## src/rtl/axi_lite_slave_if.sv

```systemverilog
// Shared types and the AXI4-Lite bus interface used by axi_lite_slave.
//   axi_lite_pkg::data_t : 32-bit register/data word
//   axi_lite_if          : AR/R/AW/W/B channel signals
//     modport slave  : responder view (drives ready on AR/AW/W, valid+payload on R/B)
//     modport master : requester view
package axi_lite_pkg;
    typedef logic [31:0] data_t;
endpackage

interface axi_lite_if;
    logic [31:0] araddr;
    logic        arvalid;
    logic        arready;
    logic [31:0] rdata;
    logic [1:0]  rresp;
    logic        rvalid;
    logic        rready;
    logic [31:0] awaddr;
    logic        awvalid;
    logic        awready;
    logic [31:0] wdata;
    logic [3:0]  wstrb;
    logic        wvalid;
    logic        wready;
    logic [1:0]  bresp;
    logic        bvalid;
    logic        bready;

    modport slave (
        input  araddr, arvalid, output arready,
        output rdata, rresp, rvalid, input rready,
        input  awaddr, awvalid, output awready,
        input  wdata, wstrb, wvalid, output wready,
        output bresp, bvalid, input bready
    );

    modport master (
        output araddr, arvalid, input arready,
        input  rdata, rresp, rvalid, output rready,
        output awaddr, awvalid, input awready,
        output wdata, wstrb, wvalid, input wready,
        input  bresp, bvalid, output bready
    );
endinterface

```

## src/rtl/axi_lite_slave.sv

```systemverilog
// axi_lite_slave: AXI4-Lite register file of NUM_REGS 32-bit registers,
// one transaction at a time, reads win over simultaneous writes.
//   aclk       : clock, rising edge
//   areset_n   : asynchronous active-low reset
//   s_axi_lite : AXI4-Lite responder port (axi_lite_if.slave)
// Out-of-range accesses (addr >= NUM_REGS*4) answer SLVERR; reads return 0.
module axi_lite_slave
    import axi_lite_pkg::*;
#(
    parameter int    NUM_REGS       = 16,
    parameter data_t RESET_DATA     = 32'hece00593,
    parameter bit    STRB_ZERO_FULL = 1'b1
) (
    input logic       aclk,
    input logic       areset_n,
    axi_lite_if.slave s_axi_lite
);

    localparam int IW = $clog2(NUM_REGS);

    localparam logic [1:0] RESP_OKAY   = 2'b00;
    localparam logic [1:0] RESP_SLVERR = 2'b10;

    typedef enum logic [1:0] {IDLE, RDATA, WDATA, WRESP} state_t;

    state_t        state, state_nxt;
    data_t         regs [NUM_REGS];
    logic [31:0]   aw_addr_q;
    data_t         rdata_q;
    logic [1:0]    rresp_q;
    logic [1:0]    bresp_q;
    logic [3:0]    strb_eff;
    logic          ar_hs, aw_hs, w_hs, r_hs, b_hs;
    logic          arready, awready, wready, rvalid, bvalid;

    function automatic logic in_range(input logic [31:0] a);
        return (a >> (IW + 2)) == 32'd0;
    endfunction

    // Byte-offset bits are ignored by design; tie them off for lint.
    logic unused_addr_bits;
    assign unused_addr_bits = ^{aw_addr_q[1:0], s_axi_lite.araddr[1:0]};

    assign ar_hs = s_axi_lite.arvalid & arready;
    assign aw_hs = s_axi_lite.awvalid & awready;
    assign w_hs  = s_axi_lite.wvalid  & wready;
    assign r_hs  = rvalid & s_axi_lite.rready;
    assign b_hs  = bvalid & s_axi_lite.bready;

    assign strb_eff = (STRB_ZERO_FULL && s_axi_lite.wstrb == 4'b0000) ? 4'b1111
                                                                       : s_axi_lite.wstrb;

    // State register
    always_ff @(posedge aclk or negedge areset_n) begin
        if (!areset_n) state <= IDLE;
        else           state <= state_nxt;
    end

    // Next-state logic
    always_comb begin
        state_nxt = state;
        case (state)
            IDLE: begin
                if (ar_hs)      state_nxt = RDATA;
                else if (aw_hs) state_nxt = WDATA;
            end
            RDATA: if (r_hs) state_nxt = IDLE;
            WDATA: if (w_hs) state_nxt = WRESP;
            WRESP: if (b_hs) state_nxt = IDLE;
            default: state_nxt = IDLE;
        endcase
    end

    // Handshake outputs come from state only. areset_n gates the address
    // readies so nothing is accepted while reset is held; awready yields to a
    // concurrent arvalid to give reads priority.
    always_comb begin
        arready = 1'b0;
        awready = 1'b0;
        wready  = 1'b0;
        rvalid  = 1'b0;
        bvalid  = 1'b0;
        case (state)
            IDLE: begin
                arready = areset_n;
                awready = areset_n & ~s_axi_lite.arvalid;
            end
            RDATA: rvalid = 1'b1;
            WDATA: wready = 1'b1;
            WRESP: bvalid = 1'b1;
            default: ;
        endcase
    end

    // Datapath: read data captured at AR handshake so it is stable through
    // RDATA; register write and bresp captured at W handshake.
    always_ff @(posedge aclk or negedge areset_n) begin
        if (!areset_n) begin
            aw_addr_q <= '0;
            rdata_q   <= '0;
            rresp_q   <= '0;
            bresp_q   <= '0;
            for (int i = 0; i < NUM_REGS; i++) regs[i] <= RESET_DATA;
        end else begin
            if (ar_hs) begin
                if (in_range(s_axi_lite.araddr)) begin
                    rdata_q <= regs[s_axi_lite.araddr[IW+1:2]];
                    rresp_q <= RESP_OKAY;
                end else begin
                    rdata_q <= '0;
                    rresp_q <= RESP_SLVERR;
                end
            end
            if (aw_hs) aw_addr_q <= s_axi_lite.awaddr;
            if (w_hs) begin
                if (in_range(aw_addr_q)) begin
                    bresp_q <= RESP_OKAY;
                    for (int b = 0; b < 4; b++)
                        if (strb_eff[b])
                            regs[aw_addr_q[IW+1:2]][8*b +: 8] <= s_axi_lite.wdata[8*b +: 8];
                end else begin
                    bresp_q <= RESP_SLVERR;
                end
            end
        end
    end

    assign s_axi_lite.arready = arready;
    assign s_axi_lite.awready = awready;
    assign s_axi_lite.wready  = wready;
    assign s_axi_lite.rvalid  = rvalid;
    assign s_axi_lite.bvalid  = bvalid;
    assign s_axi_lite.rdata   = rdata_q;
    assign s_axi_lite.rresp   = rresp_q;
    assign s_axi_lite.bresp   = bresp_q;

endmodule

```

## src/flat_wrapper.sv

```systemverilog
// flat-port wrapper written by rule: the top's interface ports become plain ports
module axi_lite_slave_flat import axi_lite_pkg::*;
#(
    parameter int    NUM_REGS       = 16,
    parameter data_t RESET_DATA     = 32'hece00593,
    parameter bit    STRB_ZERO_FULL = 1'b1
)
  (aclk, areset_n, s_axi_lite_araddr, s_axi_lite_arvalid, s_axi_lite_arready, s_axi_lite_rdata, s_axi_lite_rresp, s_axi_lite_rvalid, s_axi_lite_rready, s_axi_lite_awaddr, s_axi_lite_awvalid, s_axi_lite_awready, s_axi_lite_wdata, s_axi_lite_wstrb, s_axi_lite_wvalid, s_axi_lite_wready, s_axi_lite_bresp, s_axi_lite_bvalid, s_axi_lite_bready);
  axi_lite_if s_axi_lite_i ();
  input logic aclk;
  input logic areset_n;
  input wire logic [$bits(s_axi_lite_i.araddr)-1:0] s_axi_lite_araddr;
  input wire logic [$bits(s_axi_lite_i.arvalid)-1:0] s_axi_lite_arvalid;
  output wire logic [$bits(s_axi_lite_i.arready)-1:0] s_axi_lite_arready;
  output wire logic [$bits(s_axi_lite_i.rdata)-1:0] s_axi_lite_rdata;
  output wire logic [$bits(s_axi_lite_i.rresp)-1:0] s_axi_lite_rresp;
  output wire logic [$bits(s_axi_lite_i.rvalid)-1:0] s_axi_lite_rvalid;
  input wire logic [$bits(s_axi_lite_i.rready)-1:0] s_axi_lite_rready;
  input wire logic [$bits(s_axi_lite_i.awaddr)-1:0] s_axi_lite_awaddr;
  input wire logic [$bits(s_axi_lite_i.awvalid)-1:0] s_axi_lite_awvalid;
  output wire logic [$bits(s_axi_lite_i.awready)-1:0] s_axi_lite_awready;
  input wire logic [$bits(s_axi_lite_i.wdata)-1:0] s_axi_lite_wdata;
  input wire logic [$bits(s_axi_lite_i.wstrb)-1:0] s_axi_lite_wstrb;
  input wire logic [$bits(s_axi_lite_i.wvalid)-1:0] s_axi_lite_wvalid;
  output wire logic [$bits(s_axi_lite_i.wready)-1:0] s_axi_lite_wready;
  output wire logic [$bits(s_axi_lite_i.bresp)-1:0] s_axi_lite_bresp;
  output wire logic [$bits(s_axi_lite_i.bvalid)-1:0] s_axi_lite_bvalid;
  input wire logic [$bits(s_axi_lite_i.bready)-1:0] s_axi_lite_bready;
  assign s_axi_lite_i.araddr = s_axi_lite_araddr;
  assign s_axi_lite_i.arvalid = s_axi_lite_arvalid;
  assign s_axi_lite_arready = s_axi_lite_i.arready;
  assign s_axi_lite_rdata = s_axi_lite_i.rdata;
  assign s_axi_lite_rresp = s_axi_lite_i.rresp;
  assign s_axi_lite_rvalid = s_axi_lite_i.rvalid;
  assign s_axi_lite_i.rready = s_axi_lite_rready;
  assign s_axi_lite_i.awaddr = s_axi_lite_awaddr;
  assign s_axi_lite_i.awvalid = s_axi_lite_awvalid;
  assign s_axi_lite_awready = s_axi_lite_i.awready;
  assign s_axi_lite_i.wdata = s_axi_lite_wdata;
  assign s_axi_lite_i.wstrb = s_axi_lite_wstrb;
  assign s_axi_lite_i.wvalid = s_axi_lite_wvalid;
  assign s_axi_lite_wready = s_axi_lite_i.wready;
  assign s_axi_lite_bresp = s_axi_lite_i.bresp;
  assign s_axi_lite_bvalid = s_axi_lite_i.bvalid;
  assign s_axi_lite_i.bready = s_axi_lite_bready;
  axi_lite_slave #(.NUM_REGS(NUM_REGS), .RESET_DATA(RESET_DATA), .STRB_ZERO_FULL(STRB_ZERO_FULL)) u_core (.aclk(aclk), .areset_n(areset_n), .s_axi_lite(s_axi_lite_i));
endmodule
```

## config.mk

```make
export PLATFORM = sky130hd
export DESIGN_NAME = axi_lite_slave_flat
export DESIGN_NICKNAME = d
export VERILOG_FILES = /design/src/rtl/axi_lite_slave_if.sv /design/src/rtl/axi_lite_slave.sv /design/src/flat_wrapper.sv
export SDC_FILE = /design/constraint.sdc
export NUM_CORES = 1
export LEC_CHECK = 0
export BUFFER_PORTS_ARGS = -buffer_cell sky130_fd_sc_hd__buf_4
export CAP_MARGIN = 10
export CORE_MARGIN = 2
export CORE_UTILIZATION = 40
export CTS_BUF_LIST = sky130_fd_sc_hd__clkbuf_8 sky130_fd_sc_hd__clkbuf_16
export CTS_CLUSTER_DIAMETER = 150
export DETAILED_ROUTE_END_ITERATION = 10
export PLACE_DENSITY_LB_ADDON = 0.25
export RECOVER_POWER = 25
export SLEW_MARGIN = 20
export SYNTH_ARGS = -nofsm -noshare
export SYNTH_HDL_FRONTEND = slang
export SYNTH_SLANG_ARGS = --single-unit
```

## constraint.sdc

```tcl
create_clock -name aclk -period 2.6 [get_ports aclk]
set_input_delay 0.39 -clock aclk [delete_from_list [all_inputs] [get_ports aclk]]
set_output_delay 0.39 -clock aclk [all_outputs]
set_load 0.1 [all_outputs]
```

==> metrics list <==
* DR vias/cell: roughly 5.4
- After layout, the worst path uses 96.6% of the clock period.
- Core Rows: 96
- Worst path required time: 3.08 ns
- Tightest Pin Transition: 1.21 ns
- The count of pins over their slew limit came to 0.
- Power Density: 619 mW/mm²
- Clock tree sinks: 578
- Setup repair after global routing left no endpoint under its margin.
* Largest net degree at the start of global routing: around 190
- Switching part of the total: 25.4%
- In the synthesized netlist the async set-or-reset flop fraction comes to between 90% and 100%.
* Combinational power share: between 10% and 20%
- Summing over every cut layer, the via total after detailed routing is between 15,000 and 20,000.
- DPL Wire Length: 44.9 mm
- The worst hold path was traced through 2 stages.
- For this run, the post-layout net count is 2,312.
* Combined buffer and inverter count along the critical path: 1
- The floorplan step defined a core boundary enclosing roughly 0.069 mm².
- Summed over its instances, the top area cell type makes up about a third of the synthesized netlist area.
- At the end of routability-driven placement, the weighted congestion stood at 0.788.
- Counting I/O delays and the setup requirement, the final critical path takes between 2 and 3 ns.
* Number of enable-type register cells in the synthesized netlist: 0
- Measured along the x axis, the die boundary spans 267 µm.
- Per-instance average area after synthesis: approximately 14 µm²
* Placed insts: 3,057
- Fraction of power consumed by the clock network: a little over two fifths
- Yosys cell types: 36
* Die Span Y: 267 µm
- Sequential cells account for 45.8% of the total power.
- IR analysis of the VDD net gives a maximum drop of 0.780 mV.
- Most common cell after layout, fill and taps aside: sky130_fd_sc_hd__mux2_2
* Worst Hold Slack: 0.0330 ns
* Net Sw Power: 0.00528 W
- The worst setup path is launched from a register.
* Deepest clock path buffer count: 3
- Post-route setup slack: between 0.08 and 0.09 ns
- Wire length per cell: 22.4 µm
- The first detailed-routing pass ran for 5 iterations.
* Most instantiated flip-flop cell in the synthesis netlist: sky130_fd_sc_hd__dfrtp_1
* Antenna violations before repair: 2
* Status: finished clean
- The critical path is of the reg2reg type.
- For the final database, setup skew stands at 0.0143 ns.
* Sequential fraction of the synthesis area: 53.1%
* Vias in the first global route: 18,500
* Cell Chain, Critical Path: nor2b_1 > nand3_1 > nor4_4 > buf_4 > mux2_2
* First-pass GRT wire length: approximately 110 mm
- The tree is rooted in a sky130_fd_sc_hd__clkbuf_16.
- Share of post-route cells with drive strength above 1: 52.8%
* Critical Path Max Stage Delay: 0.52 ns
- Filler-free cell count of the finished design: around 3,200
- Clock-pin slew reported for the worst setup and hold paths after clock tree synthesis: 0.06 ns
* Worst slack at placement: 0.124 ns
- The Yosys step of the flow raised 0 warnings.
* Final global-route overflow total: 0
* Num CTS Buffers: 66
- The die covers 0.0715 mm².
- Cell type of the slowest stage on the worst timing path: sky130_fd_sc_hd__dfrtp_1
* Clock tree from TritonCTS: built
- Compared with the post-synthesis result, the final layout area differs by 20.8%.
* Endpoint arrival time on the critical path: 2.99 ns
- The path class of the tightest hold or removal check is in2reg.
- Synth top area cells: sky130_fd_sc_hd__dfrtp_1 32%, sky130_fd_sc_hd__mux2_2 22%, sky130_fd_sc_hd__dfstp_2 21%
- In the synthesized netlist, the number of instances is between 1,500 and 2,000.
* Length in cells of the worst reg-to-reg path: 5
- Peak clock frequency supported by timing: 398 MHz
- Internal power comes to 0.0155 W.
- For this block, the initial DRC count from the detailed router was 990.
- Once detail routing completed, the nets flagged for antenna violations numbered 0.
- Total number of H-tree levels: 3
- Total power: about 0.021 W
- In the layout the commonest cells are 542 x sky130_fd_sc_hd__mux2_2, 354 x sky130_fd_sc_hd__dfrtp_1, 253 x sky130_fd_sc_hd__mux2i_1.
- The initial utilization of the core area, before any placement, comes to 40.4%.
* Number of input and output port buffers inserted: 141
* Max Fanout on Critical Path: 8
- Placed standard-cell area: roughly 0.031 mm²
- Setup crit end kind: register
- Synth area leader: sky130_fd_sc_hd__dfrtp_1
- The cell area that synthesis handed to floorplanning was about 0.028 mm².
- Leak Pwr: 15.2 nW
* Number of I/O pins: about 150
* Total detailed-routing wirelength: 71.5 mm
- Setup violations remaining at the end of the flow were counted as 0.
* Max-cap violation count: 0
* Clock latency on the worst-skew pair: just under 0.6 ns
* Number of stages on the worst setup path: 5
- With fillers left out, the area of the finished cells amounts to 0.0335 mm².
- Worst rel slew slack: 19.5%
* GRT Total Usage: 20.3%
* Remaining routing DRC violations: 0
- Family with the most delay on the worst path: simple AND/OR/NAND/NOR gates
- Final Hold Violating Endpoints: 0
* #FFs+latches synth: between 500 and 600
cells in the mapped netlist (all sizes together), types with 31 or more instances:
cell type,count
a211oi,33
mux2,542
o22ai,63
and2,33
buf,46
nor4,139
o21ai,32
clkbuf,83
nor2,71
dfstp,224
o21bai,31
dfrtp,354
nand2,43
mux2i,253
kinds of logic (layout without fill, tap and decap cells):
kind of cell / count (synthesis) / in the layout / share of synthesized area [%]
buf+inv: 129 / 398 / 2.12
flops: 578 / 578 / 53.1
mux: 797 / 797 / 31.3
simple gates: 317 / 317 / 9.60
other cells: 1 / 3 / 0.0135
compound gates: 165 / 165 / 3.88
cell type report:
cell class,count,area [µm²]
fill,6053,35200
sequential,578,14700
multi-input combinational,1281,12500
timing repair buffer,278,2940
clock buffer,82,1930
tap,931,1160
clock inverter,38,236
antenna,1,2.50
metrics by stage:
stage	setup TNS (ns)	utilization, %
finish	0	48.8
global route	0	48.8
CTS	0	49.0
detailed placement	0	45.7
global placement	0	45.7
floorplan	-6.40	-
path summary, 6_finish.rpt:
check / startpoint / to / slack (ns)
min: s_axi_lite_awaddr[28] / u_core.aw_addr_q[28] / 0.03
max in group asynchronous: areset_n / u_core.regs[363] / 0.31
max reg2reg: u_core.aw_addr_q[3] / u_core.regs[56] / 0.09
min in group asynchronous: areset_n / u_core.regs[252] / 0.67
max: u_core.aw_addr_q[3] / u_core.regs[56] / 0.09
min reg2reg: u_core.regs[146] / u_core.regs[146] / 0.50
state kept, by name, indices dropped and copies added, names as in the netlist:
signal and flops:
u_core.s_axi_lite.rresp 1, u_core.s_axi_lite.bresp 1, u_core.s_axi_lite.rdata 32, u_core.state 2, u_core.regs 512, u_core.aw_addr_q 30
timing repair:
action | in CTS | in global routing
hold buffers | 11 | 0
setup endpoints to repair | 0 | 38
setup buffers | 0 | 0
endpoints found under the hold margin | 39 | 0
gates resized for setup | 0 | 2
layer usage:
metal	vias to the layer above	routed length, µm	track usage [%]
li1	7811	-	-
met1	9139	32300	27.5
met2	318	34500	33.2
met3	103	2970	3.63
met4	2	1750	6.22
met5	-	16	0
power by group through the flow:
stage	clock network [W]	logic, W	registers (W)
final	0.00912	0.00214	0.00950
after global routing	0.00977	0.00230	0.00952
after CTS	0.00937	0.00217	0.00948
after detailed placement	0	0.00215	0.00962
after global placement	0	0.00210	0.00960
after floorplan	0	0.00128	0.00957
No activity file was read; power rests on OpenSTA's default activity.
